## src/rtl/ofm_packer.sv

```systemverilog
// rtl/ofm_packer.sv - requantize summed MAC results to 8 bits, pack 4 per word, write to OFM memory
// A 2-deep fall-through FIFO sits between the packer and the memory write port.
module ofm_packer #(
    parameter int SUM_W  = 15,
    parameter int SHIFT  = 4,
    parameter int ADDR_W = 32
) (
    input  logic              clk,
    input  logic              rst_n,
    input  logic              start,
    input  logic [ADDR_W-1:0] base_addr,
    input  logic              in_valid,
    output logic              in_ready,
    input  logic [SUM_W-1:0]  in_data,
    input  logic              in_last,
    output logic              ofm_we,
    output logic [ADDR_W-1:0] ofm_addr,
    output logic [31:0]       ofm_wdata,
    input  logic              ofm_ready,
    output logic              busy,
    output logic              done,
    output logic [15:0]       word_count
);

    localparam logic [1:0] S_IDLE  = 2'd0;
    localparam logic [1:0] S_RUN   = 2'd1;
    localparam logic [1:0] S_DRAIN = 2'd2;
    localparam logic [1:0] S_DONE  = 2'd3;

    logic [1:0]        state_q, state_d;
    logic [ADDR_W-1:0] base_q;
    logic [15:0]       word_count_q;
    logic [31:0]       pack_q;
    logic [1:0]        idx_q;
    logic [31:0]       fifo_q [2];
    logic              wr_ptr_q, rd_ptr_q;
    logic [1:0]        cnt_q, cnt_d;

    logic [SUM_W-1:0]  shifted;
    logic [7:0]        byte_val;
    logic [31:0]       word_d;
    logic              xfer, push, pop;

    assign shifted  = in_data >> SHIFT;
    assign byte_val = (shifted > SUM_W'(255)) ? 8'hFF : shifted[7:0];
    assign word_d   = pack_q | ({24'd0, byte_val} << {idx_q, 3'b000});

    // With the FIFO full, bytes that do not complete a word still land in the pack register.
    assign in_ready = (state_q == S_RUN) &&
                      ((cnt_q < 2'd2) || ((idx_q != 2'd3) && !(in_valid && in_last)));
    assign xfer     = in_valid && in_ready;
    assign push     = xfer && ((idx_q == 2'd3) || in_last);
    assign ofm_we   = (cnt_q != 2'd0);
    assign pop      = ofm_we && ofm_ready;

    assign ofm_wdata  = fifo_q[rd_ptr_q];
    assign ofm_addr   = base_q + ADDR_W'(word_count_q);
    assign busy       = (state_q != S_IDLE);
    assign done       = (state_q == S_DONE);
    assign word_count = word_count_q;

    always_comb begin
        cnt_d = cnt_q;
        if (push && !pop) begin
            cnt_d = cnt_q + 2'd1;
        end else if (pop && !push) begin
            cnt_d = cnt_q - 2'd1;
        end
    end

    // DRAIN looks at the next FIFO count so done follows the final write by one cycle.
    always_comb begin
        state_d = state_q;
        case (state_q)
            S_IDLE:  if (start) state_d = S_RUN;
            S_RUN:   if (xfer && in_last) state_d = S_DRAIN;
            S_DRAIN: if (cnt_d == 2'd0) state_d = S_DONE;
            default: state_d = S_IDLE;
        endcase
    end

    always_ff @(posedge clk) begin
        if (!rst_n) begin
            state_q      <= S_IDLE;
            base_q       <= '0;
            word_count_q <= '0;
            pack_q       <= '0;
            idx_q        <= '0;
            fifo_q[0]    <= '0;
            fifo_q[1]    <= '0;
            wr_ptr_q     <= 1'b0;
            rd_ptr_q     <= 1'b0;
            cnt_q        <= '0;
        end else begin
            state_q <= state_d;
            cnt_q   <= cnt_d;
            if ((state_q == S_IDLE) && start) begin
                base_q       <= base_addr;
                word_count_q <= '0;
                pack_q       <= '0;
                idx_q        <= '0;
            end
            if (xfer) begin
                if (push) begin
                    pack_q <= '0;
                    idx_q  <= '0;
                end else begin
                    pack_q <= word_d;
                    idx_q  <= idx_q + 2'd1;
                end
            end
            if (push) begin
                fifo_q[wr_ptr_q] <= word_d;
                wr_ptr_q         <= ~wr_ptr_q;
            end
            if (pop) begin
                rd_ptr_q     <= ~rd_ptr_q;
                word_count_q <= word_count_q + 16'd1;
            end
        end
    end

endmodule

```

## config.mk

```make
export PLATFORM = sky130hd
export DESIGN_NAME = ofm_packer
export DESIGN_NICKNAME = d
export VERILOG_FILES = /design/src/rtl/ofm_packer.sv
export SDC_FILE = /design/constraint.sdc
export NUM_CORES = 1
export LEC_CHECK = 0
export ABC_AREA = 1
export CAP_MARGIN = 20
export CORE_ASPECT_RATIO = 1.1
export CORE_MARGIN = 1.5
export CORE_UTILIZATION = 35
export DETAILED_ROUTE_END_ITERATION = 6
export PLACE_DENSITY = 0.58
export SYNTH_ARGS = -nofsm -noshare
export SYNTH_HDL_FRONTEND = slang
export SYNTH_SLANG_ARGS = --single-unit
```

## constraint.sdc

```tcl
create_clock -name clk -period 6.1 [get_ports clk]
set_input_delay 1.22 -clock clk [delete_from_list [all_inputs] [get_ports clk]]
set_output_delay 1.22 -clock clk [all_outputs]
set_load 0.1 [all_outputs]
```

* Word-level counts from Yosys, hierarchy flattened
Memory sizes are Yosys's and may differ from the RTL's. A register that Yosys moved wholly into a read port is not among the register bits.
Index checks and enable logic that the tools add are counted.
** Operators by class
- Add/subtract/negate cells :: 5
- Magnitude comparators :: 2
- Equal/unequal tests :: 8
- Shift operators :: 1
- Multiplexer cells :: 24
- Bitwise operators :: 3
- Reductions and logical operators :: 23
** Operators by type and width (number)
- 32-bit two-way mux :: 4
- 32-bit by 16-bit adder with 32-bit output :: 1
- 16-bit two-way mux :: 2
- 32-bit bitwise OR :: 1
- 32-bit OR reduction :: 1
- 8-bit by 5-bit left shift with 32-bit output :: 1
- 16-bit by 1-bit adder with 16-bit output, second input constant :: 1
- 2-bit two-way mux :: 8
- 11-bit by 8-bit > comparator with 1-bit output, second input constant :: 1
- 1-bit logical AND :: 10
- 1-bit two-way mux :: 8
- 8-bit two-way mux :: 1
- 2-bit nonzero test :: 4
- 2-bit equality test, second input constant :: 3
- 2-bit != test, second input constant :: 3
- 2-bit case mux with 3 select lines :: 1
- 2-bit by 1-bit adder with 2-bit output, second input constant :: 2
- 2-bit zero test :: 2
- 1-bit zero test :: 3
- 3-bit AND reduction :: 1
- 2-bit by 1-bit equality test with 1-bit output, second input constant :: 1
- 1-bit logical OR :: 2
- 2-bit < comparator, second input constant :: 1
- 2-bit by 1-bit != test with 1-bit output, second input constant :: 1
- 2 further kinds :: 3
** Word-level totals
- Register bits :: 88
- Bits in writable memories :: 64
- Input bits :: 53
- Output and inout bits :: 84
- Word-level logic and storage cells :: 75
- Memories :: 1
** Memory list
- fifo_q :: words 2, bits a word 32, rd ports 1, clocked after Yosys merged registers in 1, write ports 2, line 35 : logic [31:0] fifo_q [2];

* Logic depth before layout (Yosys ltp)
- Word-level depth :: 14
- Depth in mapped cells :: 15
- Gate-level depth less buffers :: 15

* Worst setup path after synthesis
OpenSTA, ideal clock, no wires.
- Path type :: register to output
- Start point :: register word_count_q[0] (netlist: word_count[0])
- End point :: output ofm_addr[22]
- Arrival :: 3.866 ns
- Required time :: 4.880 ns
- Slack :: 1.014 ns
- Stages on the path, launching flop included :: 11
- Buffers on the path :: 0
- Path through :: dfxtp_1 -> ha_1 -> fa_1 -> nand3_1 -> nand2_1 -> a21oi_2 -> o21ai_2 -> nand3_1 -> nand2_2 -> nand2_1 -> xnor2_1
** Between the ends
- Word-level cells in the longest chain between the ends :: 1
** RTL lines
- start, declared :: line 32 : logic [15:0] word_count_q;
- start signal, assigned :: line 118 : word_count_q <= word_count_q + 16'd1;
- 32-bit by 16-bit adder with 32-bit output :: line 57 : assign ofm_addr = base_q + ADDR_W'(word_count_q);
- end, declared :: line 17 : output logic [ADDR_W-1:0] ofm_addr,
Every way passes these cells.

* Final worst setup path
Same ends and word-level chain as after synthesis.

==> summary.md <==
| Metric | Value |
|---|---|
| Number of buffers created by CTS | `17` |
| Flops & latches, synth | `153` |
| H-tree Lvls | `4` |
| Synth Cell Area | `approximately 0.0078 sq mm` |
| Final TNS setup | `0 ps` |
| Peak supply drop | `about 280 uV` |
| Clk sink count | `around 150` |
| Top cells by area, synth | `edfxtp_1, dfxtp_1, nor2_1` |
| Clock buffer depth | `2` |
| Pleak | `~0.0038 uW` |
| Met3 WL | `around 1 mm` |
| Total vias in the final route | `6463` |
| Syn nets | `between 900 and 1000` |
| Critical Path Start Type | `flip-flop` |
| Detailed Routing Iterations Pass 1 | `4` |
| Register area share after synthesis | `0.4766` |
| Remaining DRCs | `0` |
| Core Area | `0.02197 sq mm` |
| GRT Total Usage | `0.1728` |
| Die area | `0.02311 sq mm` |
| Final-report max-slew violation count | `0` |
| Initial DRC Count | `242` |
| # fillers | `approximately 2300` |
| Ports | `roughly 140` |
| Ant. Diodes | `0` |
| Max_cap viols | `0` |
| Hold Crit Class | `reg -> reg` |
| Layout Skew | `10.10 ps` |
| Critical Setup Path Class | `reg -> out` |
| Crit path time final | `around 4900 ps` |
| Final setup fails | `0` |
| Layout cells sized above 1 | `0.1042` |
| Worst slew pin tran | `roughly 1000 ps` |
| CTS tree | `yes` |
| Post-CTS Setup Inserts | `0` |
| Post-synth top area share | `0.2473` |
| Final net count | `~1100` |
| Post-synth top area cell | `edfxtp_1` |
| Layout area overhead | `27.64%` |
| Ys async rst share | `0` |
| Pwr dens | `~410 mW/mm^2` |
| WL final | `about 19 mm` |
| Gate Count Post-Synth | `between 900 and 1000` |
| Antenna viol nets, final | `0` |
| Crit. End Element | `output pin` |
| Most frequent cells after synthesis | `nor2_1, nand2_1, dfxtp_1` |
| Ys flop type | `dfxtp_1` |
| Cell variety after synth | `45` |
| Resized Gates After CTS | `0` |
| Initial antenna violation count | `1` |
| Grt ovf | `0` |
| Ys Warns | `0` |
| Chip Width | `around 150 um` |
| Placement row count | `57` |
| First-pass GRT wire length | `31.81 mm` |
| WL met2 | `approximately 9.7 mm` |
| Most frequent cell after synthesis | `nor2_1` |
| Final Instance Area | `about 0.0099 sq mm` |
| Reg2reg setup slack | `between 3000 and 4000 ps` |
| EDFF count, synth | `64` |
| Worst Path Arrival | `3700 ps` |
| WL met1 | `8.199 mm` |
| CTS clk-pin slew, worst paths | `around 60 ps` |
| Via density per instance | `roughly 4.8` |
| Routed wire per std cell | `14.30 um` |
| Vias in the first global route | `between 6000 and 7000` |
| Clock Root Buffer | `clkbuf_16` |
| Worst Path Max Fanout | `7` |
| Tot Pwr | `4024 uW` |
| DPL Wire Length | `about 14 mm` |
| I/O Buffers | `around 130` |
| Headroom to the max-slew limit | `0.3125` |
| Final Wtd Congestion | `a little over 0.8` |
| Outcome | `finished clean` |
| Avg Cell Area, Syn | `roughly 8.4 sq um` |
| Final hold viol count | `0` |
| Req. time, crit path | `roughly 4900 ps` |
| Die Height | `159.3 um` |
| Area post-placement | `0.009358 sq mm` |
| Final Cycle Share | `0.8070` |
| RSZ-0062 raised after global routing | `no` |
| Clock insertion delay at the later pin of the skew report | `about 430 ps` |
| Max Clock Freq | `between 200 and 250 MHz` |
| Initial Utilization | `0.3538` |
| Top sig layer | `met4` |
| Largest net degree at the start of global routing | `44` |
| Post-CTS Hold Fix Bufs | `0` |
[registers in the layout, indices dropped and copies added (netlist names), named ones only]
signal and flops:
base_q 32, cnt_q 2, fifo_q 64, idx_q 2, pack_q 32, rd_ptr_q 1, state_q 2, word_count 16
wr_ptr_q 1
[power breakdown]
group	leakage (uW)	switching, uW	internal (uW)	total, uW
clock network	0.000268	436	573	1010
registers	0.00139	72.3	1170	1250
logic	0.00213	1350	424	1770
[logic make-up (layout without fill, tap and decap cells)]
logic type	count (synthesis)	after routing	synth area share
compound gates	182	182	0.1398
xor+xnor	28	28	0.03156
simple gates	358	358	0.1940
buf+inv	143	279	0.07213
mux	32	32	0.04637
fa+ha+maj	24	24	0.03961
flops	153	153	0.4766
[cell usage in the layout, fill, tap and decap left out, types with 3 or more instances in the layout]
master | netlist | layout
a21oi_1 | 55 | 55
o21ai_0 | 45 | 45
inv_6 | 0 | 3
nand4_1 | 9 | 9
xnor2_1 | 10 | 10
o21ai_1 | 16 | 16
mux2_1 | 13 | 13
clkinv_4 | 0 | 3
edfxtp_1 | 64 | 64
inv_2 | 30 | 30
nand2_1 | 146 | 146
a21oi_2 | 3 | 3
dfxtp_1 | 89 | 89
ha_1 | 23 | 23
clkbuf_16 | 0 | 17
nand3_1 | 19 | 19
nand2_2 | 4 | 4
a211oi_1 | 27 | 27
clkdlybuf4s50_1 | 0 | 131
nor3_1 | 13 | 13
nor2_1 | 151 | 151
clkinvlp_4 | 0 | 3
nand3_2 | 3 | 3
mux2_2 | 19 | 19
xor2_1 | 18 | 18
nor2_4 | 4 | 4
o21bai_1 | 25 | 25
buf_4 | 4 | 8
inv_1 | 74 | 74
clkinv_1 | 3 | 5
[critical path, cell delays in order, from the launching register on]
cell and delay [ps]:
dfxtp_1 380, ha_1 260, fa_1 400, nand3_1 80, nand2_1 90, a21oi_2 220
o21ai_2 110, nand3_1 170, nand2_2 110, nand2_1 160, xnor2_1 130, clkdlybuf4s50_1 1140
[layout make-up]
type | count | area [sq um] | share of cell area
multi-input cells | 624 | 3507 | 0.3536
well taps | 295 | 369.1 | 0.03721
clock buffers | 18 | 439.2 | 0.04427
flip-flops and latches | 153 | 3704 | 0.3734
inverters | 107 | 401.6 | 0.04049
repair buffers | 140 | 1376 | 0.1387
clock inverters | 14 | 122.6 | 0.01236
[metrics by stage]
stage	hold WS, ps	worst slack [ps]	cells	utilization
after global placement	443.7	1592	1319	0.4260
after detailed placement	447.4	1588	1319	0.4260
final	457.4	1177	1351	0.4516
after CTS	456.9	1120	1351	0.4516
after floorplan	434.4	1014	920	-
after global routing	477.2	889.5	1351	0.4516
[routing by layer]
metal / up-vias / global-route usage
li1: 3317 / -
met1: 2968 / 0.1965
met2: 147 / 0.3164
met3: 31 / 0.04212
met4: 0 / 0.05612
met5: - / 0
[path summary, 6_finish.rpt]
kind	depth (start not counted)	from	endpoint
hold reg to reg	2	pack_q[29]	pack_q[29]
setup / recovery	11	word_count[0]	ofm_addr[22]
setup reg to reg	9	idx_q[1]	fifo_q[1][7]
hold / removal	2	pack_q[29]	pack_q[29]
No activity file was read; power rests on OpenSTA's default activity.
